File: src/rtl/tristate_arb_pkg.sv
// Shared types and constants for the tri-state bus arbiter.
// Holds the FSM state enum, default sizing and the owner-index width helper.
package tristate_arb_pkg;

    localparam int unsigned DefaultNReq    = 4;
    localparam int unsigned DefaultMaxHold = 8;

    typedef enum logic [1:0] {
        StIdle,
        StOwn,
        StTurn
    } arb_state_e;

    // Width of an owner index; never narrower than one bit.
    function automatic int unsigned idx_width(input int unsigned n);
        return (n > 1) ? $clog2(n) : 1;
    endfunction

endpackage

File: src/rtl/rr_picker.sv
// Combinational round-robin priority encoder: first asserted request strictly
// after last_owner, searching upward with wrap-around.
module rr_picker
    import tristate_arb_pkg::*;
#(
    parameter int unsigned N_REQ = DefaultNReq,
    parameter int unsigned IDX_W = idx_width(N_REQ)
) (
    input  logic [N_REQ-1:0] req,
    input  logic [IDX_W-1:0] last_owner,
    output logic             valid,
    output logic [IDX_W-1:0] index
);

    always_comb begin
        logic [IDX_W:0] cand;
        valid = 1'b0;
        index = '0;
        cand  = '0;
        for (int unsigned i = 1; i <= N_REQ; i++) begin
            // One spare bit keeps last_owner + i from overflowing before the wrap.
            cand = {1'b0, last_owner} + (IDX_W + 1)'(i);
            if (cand >= (IDX_W + 1)'(N_REQ)) begin
                cand = cand - (IDX_W + 1)'(N_REQ);
            end
            if (!valid && req[cand[IDX_W-1:0]]) begin
                valid = 1'b1;
                index = cand[IDX_W-1:0];
            end
        end
    end

endmodule

File: src/rtl/tristate_bus_arbiter.sv
// Round-robin owner arbiter for a shared tri-state bus with a one-cycle
// turnaround between owners. Define ARB_TIMEOUT_EN to bound tenure to MAX_HOLD cycles.
module tristate_bus_arbiter
    import tristate_arb_pkg::*;
#(
    parameter int unsigned N_REQ    = DefaultNReq,
    parameter int unsigned MAX_HOLD = DefaultMaxHold
) (
    input  logic                           clk,
    input  logic                           rst,
    input  logic [N_REQ-1:0]               req,
    output logic [N_REQ-1:0]               oe,
    output logic [idx_width(N_REQ)-1:0]    sel,
    output logic                           busy,
    output logic                           preempt
);

    localparam int unsigned IdxW = idx_width(N_REQ);

    if (N_REQ < 2 || N_REQ > 8) begin : g_bad_n_req
        $error("N_REQ must be in 2..8");
    end
    if (MAX_HOLD < 1 || MAX_HOLD > 255) begin : g_bad_max_hold
        $error("MAX_HOLD must be in 1..255");
    end

    arb_state_e       state_q, state_d;
    logic [N_REQ-1:0] oe_q, oe_d;
    logic [IdxW-1:0]  sel_q, sel_d;
    logic [IdxW-1:0]  last_q, last_d;
    logic             busy_q, busy_d;

    logic             pick_valid;
    logic [IdxW-1:0]  pick_idx;
    logic             owner_req;
    logic             hold_expired;

    rr_picker #(
        .N_REQ (N_REQ),
        .IDX_W (IdxW)
    ) u_picker (
        .req        (req),
        .last_owner (last_q),
        .valid      (pick_valid),
        .index      (pick_idx)
    );

    assign owner_req = req[sel_q];

    always_comb begin
        state_d = state_q;
        oe_d    = oe_q;
        sel_d   = sel_q;
        last_d  = last_q;
        busy_d  = busy_q;
        unique case (state_q)
            StIdle, StTurn: begin
                // Turnaround and idle arbitrate identically; TURN only guarantees the gap.
                if (pick_valid) begin
                    state_d        = StOwn;
                    oe_d           = '0;
                    oe_d[pick_idx] = 1'b1;
                    sel_d          = pick_idx;
                    last_d         = pick_idx;
                    busy_d         = 1'b1;
                end else begin
                    state_d = StIdle;
                    oe_d    = '0;
                    sel_d   = '0;
                    busy_d  = 1'b0;
                end
            end
            StOwn: begin
                if (!owner_req || hold_expired) begin
                    state_d = StTurn;
                    oe_d    = '0;
                    sel_d   = '0;
                    busy_d  = 1'b0;
                end
            end
            default: begin
                state_d = StIdle;
                oe_d    = '0;
                sel_d   = '0;
                busy_d  = 1'b0;
            end
        endcase
    end

    always_ff @(posedge clk) begin
        if (rst) begin
            state_q <= StIdle;
            oe_q    <= '0;
            sel_q   <= '0;
            last_q  <= IdxW'(N_REQ - 1);
            busy_q  <= 1'b0;
        end else begin
            state_q <= state_d;
            oe_q    <= oe_d;
            sel_q   <= sel_d;
            last_q  <= last_d;
            busy_q  <= busy_d;
        end
    end

`ifdef ARB_TIMEOUT_EN
    logic [7:0] hold_q, hold_d;
    logic       preempt_q, preempt_d;

    // oe_q is one-hot in OWN, so masking it leaves only competing requesters.
    assign hold_expired = (hold_q == 8'(MAX_HOLD)) && (|(req & ~oe_q));

    always_comb begin
        hold_d = '0;
        if (state_d == StOwn) begin
            if (state_q != StOwn) begin
                hold_d = 8'd1;
            end else if (hold_q == 8'(MAX_HOLD)) begin
                hold_d = hold_q;
            end else begin
                hold_d = hold_q + 8'd1;
            end
        end
        preempt_d = (state_q == StOwn) && owner_req && hold_expired;
    end

    always_ff @(posedge clk) begin
        if (rst) begin
            hold_q    <= '0;
            preempt_q <= 1'b0;
        end else begin
            hold_q    <= hold_d;
            preempt_q <= preempt_d;
        end
    end

    assign preempt = preempt_q;
`else
    assign hold_expired = 1'b0;
    assign preempt      = 1'b0;
`endif

    assign oe   = oe_q;
    assign sel  = sel_q;
    assign busy = busy_q;

endmodule
File: config.mk
export PLATFORM = sky130hd
export DESIGN_NAME = tristate_bus_arbiter
export DESIGN_NICKNAME = d
export VERILOG_FILES = /design/src/rtl/tristate_arb_pkg.sv /design/src/rtl/rr_picker.sv /design/src/rtl/tristate_bus_arbiter.sv
export SDC_FILE = /design/constraint.sdc
export NUM_CORES = 1
export LEC_CHECK = 0
export BUFFER_PORTS_ARGS = -buffer_cell sky130_fd_sc_hd__buf_2
export CORE_AREA = 4 4 41 43
export DETAILED_ROUTE_END_ITERATION = 8
export DIE_AREA = 0 0 45 47
export SLEW_MARGIN = 40
export SYNTH_ARGS = -nofsm -noshare
export SYNTH_HDL_FRONTEND = slang
export SYNTH_SLANG_ARGS = --single-unit
File: constraint.sdc
create_clock -name clk -period 1.95 [get_ports clk]
set_clock_uncertainty 0.1 [all_clocks]
set_input_delay 0.2925 -clock clk [delete_from_list [all_inputs] [get_ports clk]]
set_output_delay 0.2925 -clock clk [all_outputs]
set_load 0.05 [all_outputs]
---- Word-level counts from Yosys, hierarchy flattened ----
Index checks and enable logic that the tools add are counted.
Widths: inputs -> output; s select.
word-level totals
  register bits ........................... 11
  input bits .............................. 6
  output and inout bits ................... 8
  word-level logic and storage cells ...... 73
cells by class
  $add $sub $neg .......................... 8
  magnitude comparators ................... 11
  eq/ne operators ......................... 3
  muxes and demuxes ....................... 36
  reduce and logical (&&, ||, !) cells .... 10
operators by type and width
  cell                 number
  $mux 2               11
  $lt 2x3->1 const B   6
  $mux 1               13
  $ge 3x3->1 const B   4
  $bmux 1 s2           5
  $mux 4               2
  $pmux 2 s2           2
  $pmux 4 s2           1
  $sub 2x1->2 const B  4
  $add 2x2->3 const B  2
  $logic_and 1x1->1    4
  $add 2x1->3 const B  1
  $add 2x3->3 const B  1
  $logic_not 1->1      3
  $demux 1 s2          1
  $eq 2x1->1 const B   1
  $eq 2x2->1 const B   1
  $ge 2x1->1 const B   1
  $logic_not 2->1      1
  $ne 2x2->1 const B   1
  $pmux 1 s2           1
  $reduce_and 2->1     1
  $reduce_or 2->1      1

---- Longest topological paths before layout ----
  depth after elaboration ................. 21
  depth in mapped cells ................... 5
  depth with buffers taken out ............ 4

---- Cells and area by module ----
Synthesis repeated with hierarchy kept, for this count alone.
second synthesis, totals
  cell total of the unflattened synthesis .. 60
  area, all modules ....................... 530.5 um^2
modules (own cells, without submodules)
  module                instances  cells an instance  area an instance (um^2)  seq. area each (um^2)
  tristate_bus_arbiter  1          46                 439.2                    200.2
  rr_picker             1          14                 91.3                     0.0

---- Least setup slack after synthesis ----
No wires, ideal clock.
  path kind ............................... flip-flop to flip-flop
  from .................................... register sel_q[0] (netlist: sel[0])
  to ...................................... register sel_q[0] (netlist: sel[0])
  setup time .............................. 0.117 ns
  data arrival time ....................... 1.764 ns
  required time ........................... 1.733 ns
  setup slack ............................. -0.031 ns
  stages on the path, launching flop included .. 5
  path buffers ............................ 1
  period minus slack after synthesis ...... 1.981 ns
  cell sequence ........................... dfxtp_1 mux4_2 and4b_4 buf_6 a22o_1
on the way
  word-level cells in the longest chain between the ends .. 3
ends and longest elaborated chain
  element                       line                         source
  start, declared               tristate_bus_arbiter.sv:29   logic [IdxW-1:0] sel_q, sel_d;
  start signal, assigned        tristate_bus_arbiter.sv:100  sel_q <= sel_d;
  $bmux 1 s2                    tristate_bus_arbiter.sv:48   assign owner_req = req[sel_q];
  $mux 1 (not written as such)  tristate_bus_arbiter.sv:48
  $ne 2x2->1 (no source line)   -
Every way passes these cells. The select of a mux whose other input is x is not followed.
A chain may end at the register's enable or synchronous reset.

---- Final worst setup path ----
  from .................................... register sel_q[0] (netlist: sel[0])
  to ...................................... register oe_q[3] (netlist: oe[3])
on the way
  word-level cells in the longest chain between the ends .. 3
ends and longest elaborated chain
  element                       line                        source
  $bmux 1 s2                    tristate_bus_arbiter.sv:48
  $mux 1 (not written as such)  tristate_bus_arbiter.sv:48
  $ne 2x2->1 (no source line)   -
  end signal, assigned          tristate_bus_arbiter.sv:93  oe_q <= '0;
  end signal, assigned          tristate_bus_arbiter.sv:99  oe_q <= oe_d;
  end, declared                 tristate_bus_arbiter.sv:28  logic [N_REQ-1:0] oe_q, oe_d;
Every way passes these cells. The select of a mux whose other input is x is not followed.

==> reports/qor.yml <==
num_rows: 13
clkPwrFrac_pct: 31.9
ff2ff_setup_slack_ns: 0.38
synthFlopType: "dfxtp_1"
synth_cell_types: 27
grt_antenna_before_repair: 0
max_stage_delay_ns: 0.53
ys_warn_count: 0
wl_per_cell_um: 12.15
worstSetupPathType: "flop to flop"
synth.top_cells.by_area: "dfxtp_1, mux4_2, nand2_1, a22o_1, o21ai_0"
viasPerCell: 4.850
avgSynthCellArea_um2: 9.225
synth_nets: 57
grt_pass1_vias: 397
min_path_cells: 2
switchingPower_w: 0.0001886
setup_viol: 0
finalHoldViolCount: 0
syn_inst: 51
cp.required_ns: 2.00
fin_crit_sh_pct: 80.30
worstHoldStart: "rst"
synth_enable_flop_cells: 0
timing.rr.start: "sel[0]$_SDFFE_PP0P_"
nFillCells: 143
dieArea_mm2: 0.002115
grt_max_degree: 11
cts.sinks: 10
pwr-share-comb_pct: 25.5
start_kind: "flop"
ant_nets: 0
hpwl_um: 763.3
crit_path_end_kind: "flop"
die_y_um: 47
syn_area_um2: 470.5
slowest_stage: "mux4_2"
r2r-end: "oe[3]$_SDFFE_PP0P_"
status: "complete, no violations"
cts_buffer_depth: 2
p_per_area_mw_per_mm2: 1014
yosys-top-cells-count: "dfxtp_1, nand2_1, inv_1, nor2_1, o21ai_0"
cts-htree-levels: 1
clk_pin_slew_ns: 0.07
grt_remaining_overflow: 0
first_iter_violations: 6
grt_pass1_wl_mm: 1.614
die_w_um: 45
core_area_mm2: 0.001301
drive_gt1_share_pct: 30.77
synth_async_sr_flop_share_pct: 0
ioPinCount: 14
initial_core_util_pct: 36.15
arrival_ns: 1.62
drv_cap: 0
reg2regPathDepth: 3
dpl_worst_slack_ns: 0.3392
seq_power_share_pct: 42.6
syn_to_final_growth_pct: 20.74
gp_congestion: 0.7467
path_cells: "mux4_2 -> and4b_4 -> a22o_1"
path_max_fanout: 6
root_buffer: "clkbuf_4"
setup_slack_ns: 0.3841
cts_made_buffers: 3
p_int_w: 0.0003874
drv_slew: 0
n_antenna_cell: 0
synth.yosys.seq_area_share_pct: 42.55
p_sw_share_pct: 32.74
min_to: "busy$_SDFFE_PP0P_"
irDropWorstVdd_mv: 0.4532
fin_nets: 72
grt_usage_pct: 10.47
fin_cells: 80
hold_path.class: "input port to flop"
final.setup.tns_ns: 0
finalWirelength_um: 972
utilization_pct: 43.65
yosys.cell_count.top_type: "dfxtp_1"
grt_setup_unrepaired: "false"
cts_setup_buffers: 0
clkLatencyLatePin_ns: 0.26
clock.fmax_ghz: 0.6386
cts_hold_buf: 0
p_leak_nw: 0.2662
min_period_ns: 1.566
drcViolationCount: 0
ctsResizeCount: 0
synth_top_area_cell: "dfxtp_1"
first_pass_iters: 4
yosys_register_bits: 10
vias: 388
cts_tree: "yes"
numPlacedInstances: 76
yosysTopAreaCellShare_pct: 42.55
io_buffers: 12
## registers in the layout, summed over array words and instances, names as in the netlist
register / cells
oe: 4
state_q: 1
last_q: 2
sel: 2
busy: 1
## cells in the final DEF (no fill, tap or decap), drive strengths merged
cell type,count
o311ai,1
and3,1
a211o,1
a21o,1
o21ai,5
nand2,6
dfxtp,10
nand3b,1
nor2,3
nor4b,1
o21a,1
a22o,2
nor3,1
nand2b,2
or3,1
a211oi,1
a32o,1
a221oi,1
and4b,1
conb,1
buf,12
clkbuf,4
inv,3
nor3b,1
a21oi,2
mux4,1
## worst max path at each step
stage | from | end | slack [ns] | cells past startpoint
2_1_floorplan | sel[0]$_SDFFE_PP0P_ | sel[0]$_SDFFE_PP0P_ | 0.15 | 4
3_3_place_gp | req[3] | sel[0]$_SDFFE_PP0P_ | 0.36 | 4
3_5_place_dp | req[3] | sel[0]$_SDFFE_PP0P_ | 0.34 | 4
5_1_grt | sel[0]$_SDFFE_PP0P_ | oe[3]$_SDFFE_PP0P_ | 0.35 | 3
4_1_cts | sel[0]$_SDFFE_PP0P_ | oe[3]$_SDFFE_PP0P_ | 0.38 | 3
6_report | sel[0]$_SDFFE_PP0P_ | oe[3]$_SDFFE_PP0P_ | 0.38 | 3
## layout make-up
cell class	instances	area, µm²	area share [%]
multi-input combinational	36	240.2	42.29
sequential	10	201.4	35.46
timing repair buffer	12	60.06	10.57
clock buffer	4	36.28	6.388
tap	15	18.77	3.304
inverter	3	11.26	1.982
## per-layer routing
metal	up-vias	track usage, %	wire length, µm
li1	213	-	-
met1	167	13.56	512
met2	8	15.54	425
met3	0	2.299	34
met4	0	7.018	0
met5	-	0	0
## cell families after synthesis
| family | count (synthesis) | share of synthesized area [%] |
|---|---|---|
| mux | 1 | 4.787 |
| other cells | 1 | 0.7971 |
| flops | 10 | 42.55 |
| buf+inv | 5 | 6.383 |
| compound gates | 16 | 23.94 |
| simple gates | 18 | 21.54 |
## worst max-delay path, delay by kind of cell (launching register included)
| family | cells | cell delay, ns |
|---|---|---|
| DFF | 1 | 0.35 |
| and+or+nand+nor | 1 | 0.24 |
| muxes | 1 | 0.53 |
| AOI/OAI and AO/OA | 1 | 0.23 |
## power by group through the flow
stage               combinational, W  sequential, W  clock [W]
global placement            0.000148       0.000251          0
floorplan                  0.0000666       0.000297          0
CTS                         0.000149       0.000245   0.000191
detailed placement          0.000148       0.000250          0
finish                      0.000147       0.000245   0.000184
global route                0.000158       0.000249   0.000199
## through the flow
stage	hold WS, ns	cell area (µm²)	power [W]
6_report	0.1785	568.0	0.0005761
5_1_grt	0.1941	568.0	0.0006064
4_1_cts	0.1711	568.0	0.0005848
3_5_place_dp	0.3381	531.8	0.0003981
3_3_place_gp	0.3312	531.8	0.0003988
2_1_floorplan	0.2616	471.7	0.0003633
Power figures use the tool's default switching activity.
